$ cat src/rtl/calc_pkg.sv
// Shared constants for the calculator sequencer: FSM state encodings, op codes and datapath widths.
package calc_pkg;

  localparam int unsigned ANS_W  = 10;
  localparam int unsigned OPND_W = 8;

  localparam logic [2:0] S_A    = 3'd0;
  localparam logic [2:0] S_B    = 3'd1;
  localparam logic [2:0] S_OP   = 3'd2;
  localparam logic [2:0] S_CALC = 3'd3;
  localparam logic [2:0] S_SHOW = 3'd4;

  localparam logic [2:0] OP_XOR = 3'd0;
  localparam logic [2:0] OP_AND = 3'd1;
  localparam logic [2:0] OP_OR  = 3'd2;
  localparam logic [2:0] OP_SUM = 3'd3;
  localparam logic [2:0] OP_DIF = 3'd4;

  function automatic logic [ANS_W-1:0] zext(input logic [OPND_W-1:0] v);
    return {{(ANS_W-OPND_W){1'b0}}, v};
  endfunction

endpackage

$ cat src/rtl/btn_debounce.sv
// Button conditioner: 2-flop synchronizer, stability counter, registered one-cycle press pulse.
module btn_debounce #(
  parameter int unsigned DB_CYCLES = 1_000_000
) (
  input  logic clk,
  input  logic rst_n,
  input  logic raw,
  output logic press
);

  localparam int unsigned CW = $clog2(DB_CYCLES + 1);

  logic          sync1_q, sync2_q;
  logic          db_q, db_d;
  logic          db_dly_q;
  logic          press_q;
  logic [CW-1:0] cnt_q, cnt_d;

  // Level toggles after DB_CYCLES consecutive mismatching cycles; any match restarts the count.
  always_comb begin
    db_d  = db_q;
    cnt_d = '0;
    if (sync2_q != db_q) begin
      if (cnt_q == CW'(DB_CYCLES - 1)) begin
        db_d = ~db_q;
      end else begin
        cnt_d = cnt_q + CW'(1);
      end
    end
  end

  always_ff @(posedge clk or negedge rst_n) begin
    if (!rst_n) begin
      sync1_q  <= 1'b0;
      sync2_q  <= 1'b0;
      db_q     <= 1'b0;
      db_dly_q <= 1'b0;
      press_q  <= 1'b0;
      cnt_q    <= '0;
    end else begin
      sync1_q  <= raw;
      sync2_q  <= sync1_q;
      db_q     <= db_d;
      db_dly_q <= db_q;
      press_q  <= db_q & ~db_dly_q;
      cnt_q    <= cnt_d;
    end
  end

  assign press = press_q;

endmodule

$ cat src/rtl/calc_sequencer.sv
// Calculator sequencer: debounced advance/abort buttons step through operand A, operand B, op select,
// then latch the selected arithmetic unit's result into a held answer.
module calc_sequencer
  import calc_pkg::*;
#(
  parameter int unsigned DB_CYCLES = 1_000_000
) (
  input  logic              clk,
  input  logic              rst_n,
  input  logic              btnr,
  input  logic              btnl,
  input  logic [OPND_W-1:0] sw,
  input  logic [2:0]        op,
  input  logic [OPND_W-1:0] xor_in,
  input  logic [OPND_W-1:0] and_in,
  input  logic [OPND_W-1:0] or_in,
  input  logic [ANS_W-1:0]  sum_in,
  input  logic [OPND_W-1:0] dif_in,
  output logic [OPND_W-1:0] num1,
  output logic [OPND_W-1:0] num2,
  output logic [2:0]        state,
  output logic [ANS_W-1:0]  ans,
  output logic              ans_valid,
  output logic              op_err
);

  logic adv_p, abort_p;

  btn_debounce #(.DB_CYCLES(DB_CYCLES)) u_db_adv (
    .clk   (clk),
    .rst_n (rst_n),
    .raw   (btnr),
    .press (adv_p)
  );

  btn_debounce #(.DB_CYCLES(DB_CYCLES)) u_db_abort (
    .clk   (clk),
    .rst_n (rst_n),
    .raw   (btnl),
    .press (abort_p)
  );

  logic [2:0]        state_q, state_d;
  logic [OPND_W-1:0] num1_q, num1_d, num2_q, num2_d;
  logic [2:0]        op_q, op_d;
  logic [ANS_W-1:0]  ans_q, ans_d, result;
  logic              valid_q, valid_d, err_q, err_d;

  always_comb begin
    case (op_q)
      OP_XOR:  result = zext(xor_in);
      OP_AND:  result = zext(and_in);
      OP_OR:   result = zext(or_in);
      OP_SUM:  result = sum_in;
      OP_DIF:  result = zext(dif_in);
      default: result = '0;
    endcase
  end

  always_comb begin
    state_d = state_q;
    num1_d  = num1_q;
    num2_d  = num2_q;
    op_d    = op_q;
    ans_d   = ans_q;
    valid_d = valid_q;
    err_d   = err_q;
    // Abort overrides everything, including a coincident advance and the S_CALC cycle.
    if (abort_p) begin
      state_d = S_A;
      ans_d   = '0;
      valid_d = 1'b0;
      err_d   = 1'b0;
    end else begin
      case (state_q)
        S_A:    if (adv_p) begin num1_d = sw; state_d = S_B;    end
        S_B:    if (adv_p) begin num2_d = sw; state_d = S_OP;   end
        S_OP:   if (adv_p) begin op_d   = op; state_d = S_CALC; end
        S_CALC: begin
          ans_d   = result;
          valid_d = 1'b1;
          err_d   = (op_q > OP_DIF);
          state_d = S_SHOW;
        end
        S_SHOW: if (adv_p) begin
          valid_d = 1'b0;
          err_d   = 1'b0;
          state_d = S_A;
        end
        default: state_d = S_A;
      endcase
    end
  end

  always_ff @(posedge clk or negedge rst_n) begin
    if (!rst_n) begin
      state_q <= S_A;
      num1_q  <= '0;
      num2_q  <= '0;
      op_q    <= '0;
      ans_q   <= '0;
      valid_q <= 1'b0;
      err_q   <= 1'b0;
    end else begin
      state_q <= state_d;
      num1_q  <= num1_d;
      num2_q  <= num2_d;
      op_q    <= op_d;
      ans_q   <= ans_d;
      valid_q <= valid_d;
      err_q   <= err_d;
    end
  end

  assign num1      = num1_q;
  assign num2      = num2_q;
  assign state     = state_q;
  assign ans       = ans_q;
  assign ans_valid = valid_q;
  assign op_err    = err_q;

endmodule
$ cat config.mk
export PLATFORM = sky130hd
export DESIGN_NAME = calc_sequencer
export DESIGN_NICKNAME = d
export VERILOG_FILES = /design/src/rtl/calc_pkg.sv /design/src/rtl/btn_debounce.sv /design/src/rtl/calc_sequencer.sv
export SDC_FILE = /design/constraint.sdc
export NUM_CORES = 1
export LEC_CHECK = 0
export BUFFER_PORTS_ARGS = -buffer_cell sky130_fd_sc_hd__buf_4
export CORE_UTILIZATION = 40
export DETAILED_ROUTE_END_ITERATION = 16
export HOLD_SLACK_MARGIN = 0.06
export SYNTH_ARGS = -nofsm -noshare
export SYNTH_HDL_FRONTEND = slang
export SYNTH_SLANG_ARGS = --single-unit
$ cat constraint.sdc
create_clock -name clk -period 2.3 [get_ports clk]
set_input_delay 0.115 -clock clk [delete_from_list [all_inputs] [get_ports clk]]
set_output_delay 0.115 -clock clk [all_outputs]
set_load 0.01 [all_outputs]
==> results of run 1 <==
==> layout make-up <==
| cell class | instances | area, um^2 | area share [%] |
|---|---|---|---|
| flip-flops and latches | 84 | 2102 | 40.94 |
| clock inverters | 7 | 63.81 | 1.243 |
| clock buffers | 9 | 123.9 | 2.412 |
| repair buffers | 110 | 878.3 | 17.11 |
| well taps | 129 | 161.4 | 3.143 |
| multi-input cells | 265 | 1779 | 34.65 |
| inverters | 7 | 26.28 | 0.5117 |
==> final timing paths <==
check	cells past startpoint	start	to	slack, ps
hold / removal	4	xor_in[7]	ans[7]	220
hold reg to reg	0	u_db_adv.sync1_q	u_db_adv.sync2_q	350
setup / recovery	5	u_db_abort.cnt_q[0]	u_db_abort.cnt_q[16]	350
max in group asynchronous	3	rst_n	u_db_adv.cnt_q[2]	1430
min in group asynchronous	2	rst_n	num2[0]	270
setup reg to reg	5	u_db_abort.cnt_q[0]	u_db_abort.cnt_q[16]	350
==> synthesized netlist by cell type (2+ instances only) <==
| master | n |
|---|---|
| nor4_1 | 10 |
| inv_1 | 7 |
| buf_1 | 2 |
| or3_1 | 6 |
| nor2_1 | 42 |
| and3_1 | 3 |
| o22ai_1 | 8 |
| and2_1 | 4 |
| xnor2_1 | 21 |
| o21ai_0 | 9 |
| xor2_1 | 8 |
| nor2b_1 | 7 |
| a22o_1 | 8 |
| or4_4 | 2 |
| clkbuf_1 | 9 |
| a21oi_1 | 14 |
| nand2_1 | 15 |
| nand4b_1 | 2 |
| a22oi_1 | 18 |
| ha_1 | 2 |
| nand4_1 | 6 |
| nand3_1 | 20 |
| dfrtp_1 | 84 |
| nor3_1 | 15 |
| nand3b_1 | 2 |
| mux2_2 | 29 |
==> registers in the layout, indices dropped and copies added, names as in the netlist, 3 cells and up <==
name	flops
ans	10
num2	8
u_db_abort.cnt_q	20
num1	8
op_q	3
state	3
u_db_adv.cnt_q	20
==> worst min-delay path: cells and delay by family <==
| family | cells | cell delay [ps] |
|---|---|---|
| AOI/OAI and AO/OA | 3 | 340 |
| buffers and inverters | 1 | 80 |
==> through the flow <==
| stage | utilization (%) | hold WS, ps | total power [mW] | area [um^2] | std cells |
|---|---|---|---|---|---|
| 2_1_floorplan | - | -180.6 | 1.632 | 3954 | 368 |
| 3_3_place_gp | 50.84 | 126.6 | 1.770 | 4787 | 579 |
| 3_5_place_dp | 50.84 | 126.9 | 1.774 | 4787 | 579 |
| 4_1_cts | 54.54 | 215.4 | 2.809 | 5135 | 611 |
| 5_1_grt | 54.54 | 230.5 | 2.897 | 5135 | 611 |
| 6_report | 54.54 | 222.7 | 2.764 | 5135 | 611 |
==> power breakdown <==
part           internal [mW]  switching (mW)
Clock                  0.418           0.583
Combinational          0.137           0.104
Sequential              1.50          0.0250
==> per-layer routing <==
metal / GRT usage, % / part of all wire, % / up-vias
li1: - / - / 1552
met1: 22.52 / 47 / 1490
met2: 29.41 / 46 / 99
met3: 3.313 / 5.8 / 10
met4: 7.358 / 1.1 / 0
met5: 0 / 0 / -
==> cell families (layout without fill, tap and decap cells) <==
family	count (synthesis)	count (layout)	share of synthesized area, %
fa+ha+maj	2	2	0.6328
buf+inv	19	133	1.835
xor+xnor	29	29	6.424
compound gates	58	58	9.589
flops	84	84	53.16
mux	30	30	8.513
simple gates	146	146	19.84
==> results.cfg, run 1 <==
[outcome]
outcome = finished, final reports clean

[floorplan]
die-area_mm2 = 0.01029
rows = 35
pin_count = 88
die_w_um = 101.4
dieHeight_um = 101.4
core_area_mm2 = 0.009415
start_util_pct = 41.99

[timing]
slew_viol_final = 0
hold_viol = 0
min_period_ps = 1955
fin_setup_tns_ps = 0
relSlewSlack_pct = 59.47
fin_crit_sh_pct = 84.98
skew_ps = 16.65
rsz0062_at_grt = false
clock.fmax_ghz = 0.5116
worst_slack_ps = 345.4
worst_slew_pin_slew_ps = 607.9
setup-violations-final = 0

[grt]
antenna_found_initial = 0
grt_max_degree = 46
grt-ovfl-total = 0
grt.total_usage_pct = 17.61
grt_pass1_wl_mm = 14.10
first_global_vias = 3042

[clock_network]
cts_tree = yes
clkLatencyLatePin_ps = 360
cts_setup_buffers = 0
cts_max_path_buffers = 2
cts_hold_buf = 16
cts_root_buf = clkbuf_8
cts_resized = 0
cts_max_level = 3
clk_pin_slew_ps = 90
clock_sinks = 84
cts-buffers-inserted = 9

[power_and_ir_drop]
powerDensity_mw_per_mm2 = 538.2
leakagePower_nw = 2.267
vdd_drop_max_mv = 0.2851

[placed_design]
numPortBuffers = 87
dp_slack_ps = 405.3
routabilityCongestion = 0.8242
dp_hpwl_mm = 6.158

[detailed_routing]
ant_nets = 0
vias = 3151
drt-pass1-iter-count = 4
post_drt_wl_per_cell_um = 14.12
drt-initial-drc-count = 111
drcViolationCount = 0
vias_per_cell = 5.157
drt-total-wl_mm = 8.627

[cells_and_area]
final_cell_mix = 93 x buf_4, 84 x dfrtp_1, 42 x nor2_1, 29 x mux2_2, 21 x xnor2_1
final_common_cell = buf_4
fillCellCount = 845
syn2layout_area_growth_pct = 29.87
nNetsFinal = 536
drive_above_1_share_pct = 30.50
diodes = 0

[hold_path]
min_path_type = primary input to register

[setup_path]
required_ps = 2580
critPathBufInv = 0
critPathMaxStageDelay_ps = 560
end_kind = register
cp.arrival_ps = 2230
crit_type = register to register
crit_path_max_fanout = 5
slowest_stage = or4_4
path_cells = ha_1 > nand2_1 > or4_4 > or3_1 > a21oi_1
cp_top_family = simple AND/OR/NAND/NOR gates
critPathLaunchType = register

[logic_synthesis]
async_flop_share_pct = 100.0
synth.ff_latch_count = 84
synthTopCellsByArea = dfrtp_1 53%, mux2_2 8.3%, xnor2_1 4.7%
synth_cells = 368
yosysTopAreaCell = dfrtp_1
yosysSeqAreaShare_pct = 53.16
netlist_area_mm2 = 0.003954
netlist.area_leader.share_pct = 53.16
synth_flop_cell = dfrtp_1
yosysWarningCount = 0
synthDistinctLibCells = 41
syn_area_per_cell_um2 = 10.74
syn-num-nets = 427
synth-edff-count = 0

[flow_run]
cap_violations = 0
(Power assumes the default switching activity.)
==> run 2: changes to the inputs <==
Clock period 2.3 ns to 1.64 ns, I/O delays scaled along.
==> results.cfg, run 2 (synthesis results as in run 1) <==
[outcome]
outcome = finished with violations
violations = setup timing

[power_and_ir_drop]
p_comb_share_pct = 9.0
sequentialPowerShare_pct = 47.6
leakagePower_nw = 2.562
swShare_pct = 20.84
p_sw_mw = 0.9315
finalPower_mw = 4.471
vdd_drop_max_mv = 0.3792
power.clock.fraction_pct = 43.4
internal_power_mw = 3.539
powerDensity_mw_per_mm2 = 786.4

[floorplan]
start_util_pct = 41.99
core_area_mm2 = 0.009415
rows = 35
dieHeight_um = 101.4
die_w_um = 101.4
die-area_mm2 = 0.01029
pin_count = 88

[setup_path]
crit_type = register to register
r2r_cells = 5
critPathMaxStageDelay_ps = 460
crit_path_max_fanout = 5
cp.arrival_ps = 1930
critPathBufInv = 0
slowest_stage = or4_4
path_cells = ha_2 > nand2_2 > or4_4 > or3_1 > a21oi_1
rr_startpoint = u_db_abort.cnt_q[1]
cp_top_family = simple AND/OR/NAND/NOR gates
required_ps = 1910
r2r_setup_slack_ps = -20
end_kind = register
timing.rr.end = u_db_abort.cnt_q[16]
critPathLaunchType = register

[timing]
worst_slack_ps = -16.20
fin_setup_tns_ps = -22.07
setup-violations-final = 2
worst_slew_pin_slew_ps = 405.0
rsz0062_at_grt = true
slew_viol_final = 0
clock.fmax_ghz = 0.6038
hold_viol = 0
hold_ws_ps = 168.8
relSlewSlack_pct = 73.00
min_period_ps = 1656
skew_ps = 10.24
fin_crit_sh_pct = 101.0

[clock_network]
cts_tree = yes
clkLatencyLatePin_ps = 350
cts_max_level = 3
clk_pin_slew_ps = 90
clock_sinks = 84
cts_max_path_buffers = 2
cts_root_buf = clkbuf_8
cts-buffers-inserted = 9

[cells_and_area]
final_common_cell = buf_4
final_cell_mix = 136 x buf_4, 82 x dfrtp_1, 42 x nor2_1, 29 x mux2_2, 21 x xnor2_1
nNetsFinal = 582
syn2layout_area_growth_pct = 43.80
diodes = 0
utilization_pct = 60.39
design_area_mm2 = 0.005685
fin_cells = 657
drive_above_1_share_pct = 40.15

[detailed_routing]
ant_nets = 0
drcViolationCount = 0
drt-initial-drc-count = 115
vias_per_cell = 5.209
drt-pass1-iter-count = 4
post_drt_wl_per_cell_um = 14.68
vias = 3422
drt-total-wl_mm = 9.648

[hold_path]
min_path_type = primary input to asynchronous set/reset pin

[grt]
grt.total_usage_pct = 19.81
antenna_found_initial = 0
grt_max_degree = 35
grt_pass1_wl_mm = 16.03
grt-ovfl-total = 0
first_global_vias = 3482

[placed_design]
numPortBuffers = 87
routabilityCongestion = 0.8291
dp_hpwl_mm = 6.892
dp_cells = 611
place_area_mm2 = 0.005085
dp_slack_ps = -120.8

[flow_run]
cap_violations = 0
[run 2: cell count changes in the layout (fill, tap and decap cells not counted), sizes merged]
cell	delta
bufinv	+4
clkinvlp	-2
clkbuf	+3
buf	+46
inv	-5
[run 2: layout make-up]
cell class              count  area [um^2]
inverters                   7        26.28
clock buffers              12        145.1
flip-flops and latches     84         2105
clock inverters             4        120.1
well taps                 129        161.4
fillers                   806         3730
repair buffers            156         1252
multi-input cells         265         1876
[run 2: repair_timing]
item	CTS	global route
endpoints found under the setup margin	11	49
hold buffers	16	0
pin swaps	1	9
buffers inserted	7	7
gates resized for setup	2	18
hold endpoints to repair	107	0
[run 2: per-layer routing]
metal	track usage [%]	part of all wire, %
met1	24.61	43
met2	34.48	51
met3	2.899	3.1
met4	8.361	2.3
met5	0	0
[run 2: worst max-delay path by stage]
stage                     cells past startpoint           startpoint              endpoint
after floorplan                               4  u_db_abort.cnt_q[3]  u_db_abort.cnt_q[16]
after global placement                        4              op_q[0]                ans[5]
after detailed placement                      4              op_q[0]                ans[4]
after CTS                                     5  u_db_abort.cnt_q[1]  u_db_abort.cnt_q[18]
after global routing                          4   u_db_adv.cnt_q[10]         u_db_adv.db_q
final                                         5  u_db_abort.cnt_q[1]  u_db_abort.cnt_q[16]
[run 2: worst register-to-register path: cells and delay by family (launching register included)]
| kind | cells | cell delay (ps) |
|---|---|---|
| AO/OA/AOI/OAI | 1 | 140 |
| adder cells (fa/ha/maj) | 1 | 200 |
| flip-flops | 1 | 400 |
| AND/OR/NAND/NOR | 3 | 840 |
[run 2: power by group through the flow]
stage / Sequential (mW) / Combinational [mW] / Clock, mW
floorplan: 2.17 / 0.125 / 0
CTS: 2.13 / 0.389 / 1.97
global placement: 2.17 / 0.347 / 0
finish: 2.13 / 0.402 / 1.94
global route: 2.13 / 0.442 / 2.06
detailed placement: 2.17 / 0.353 / 0
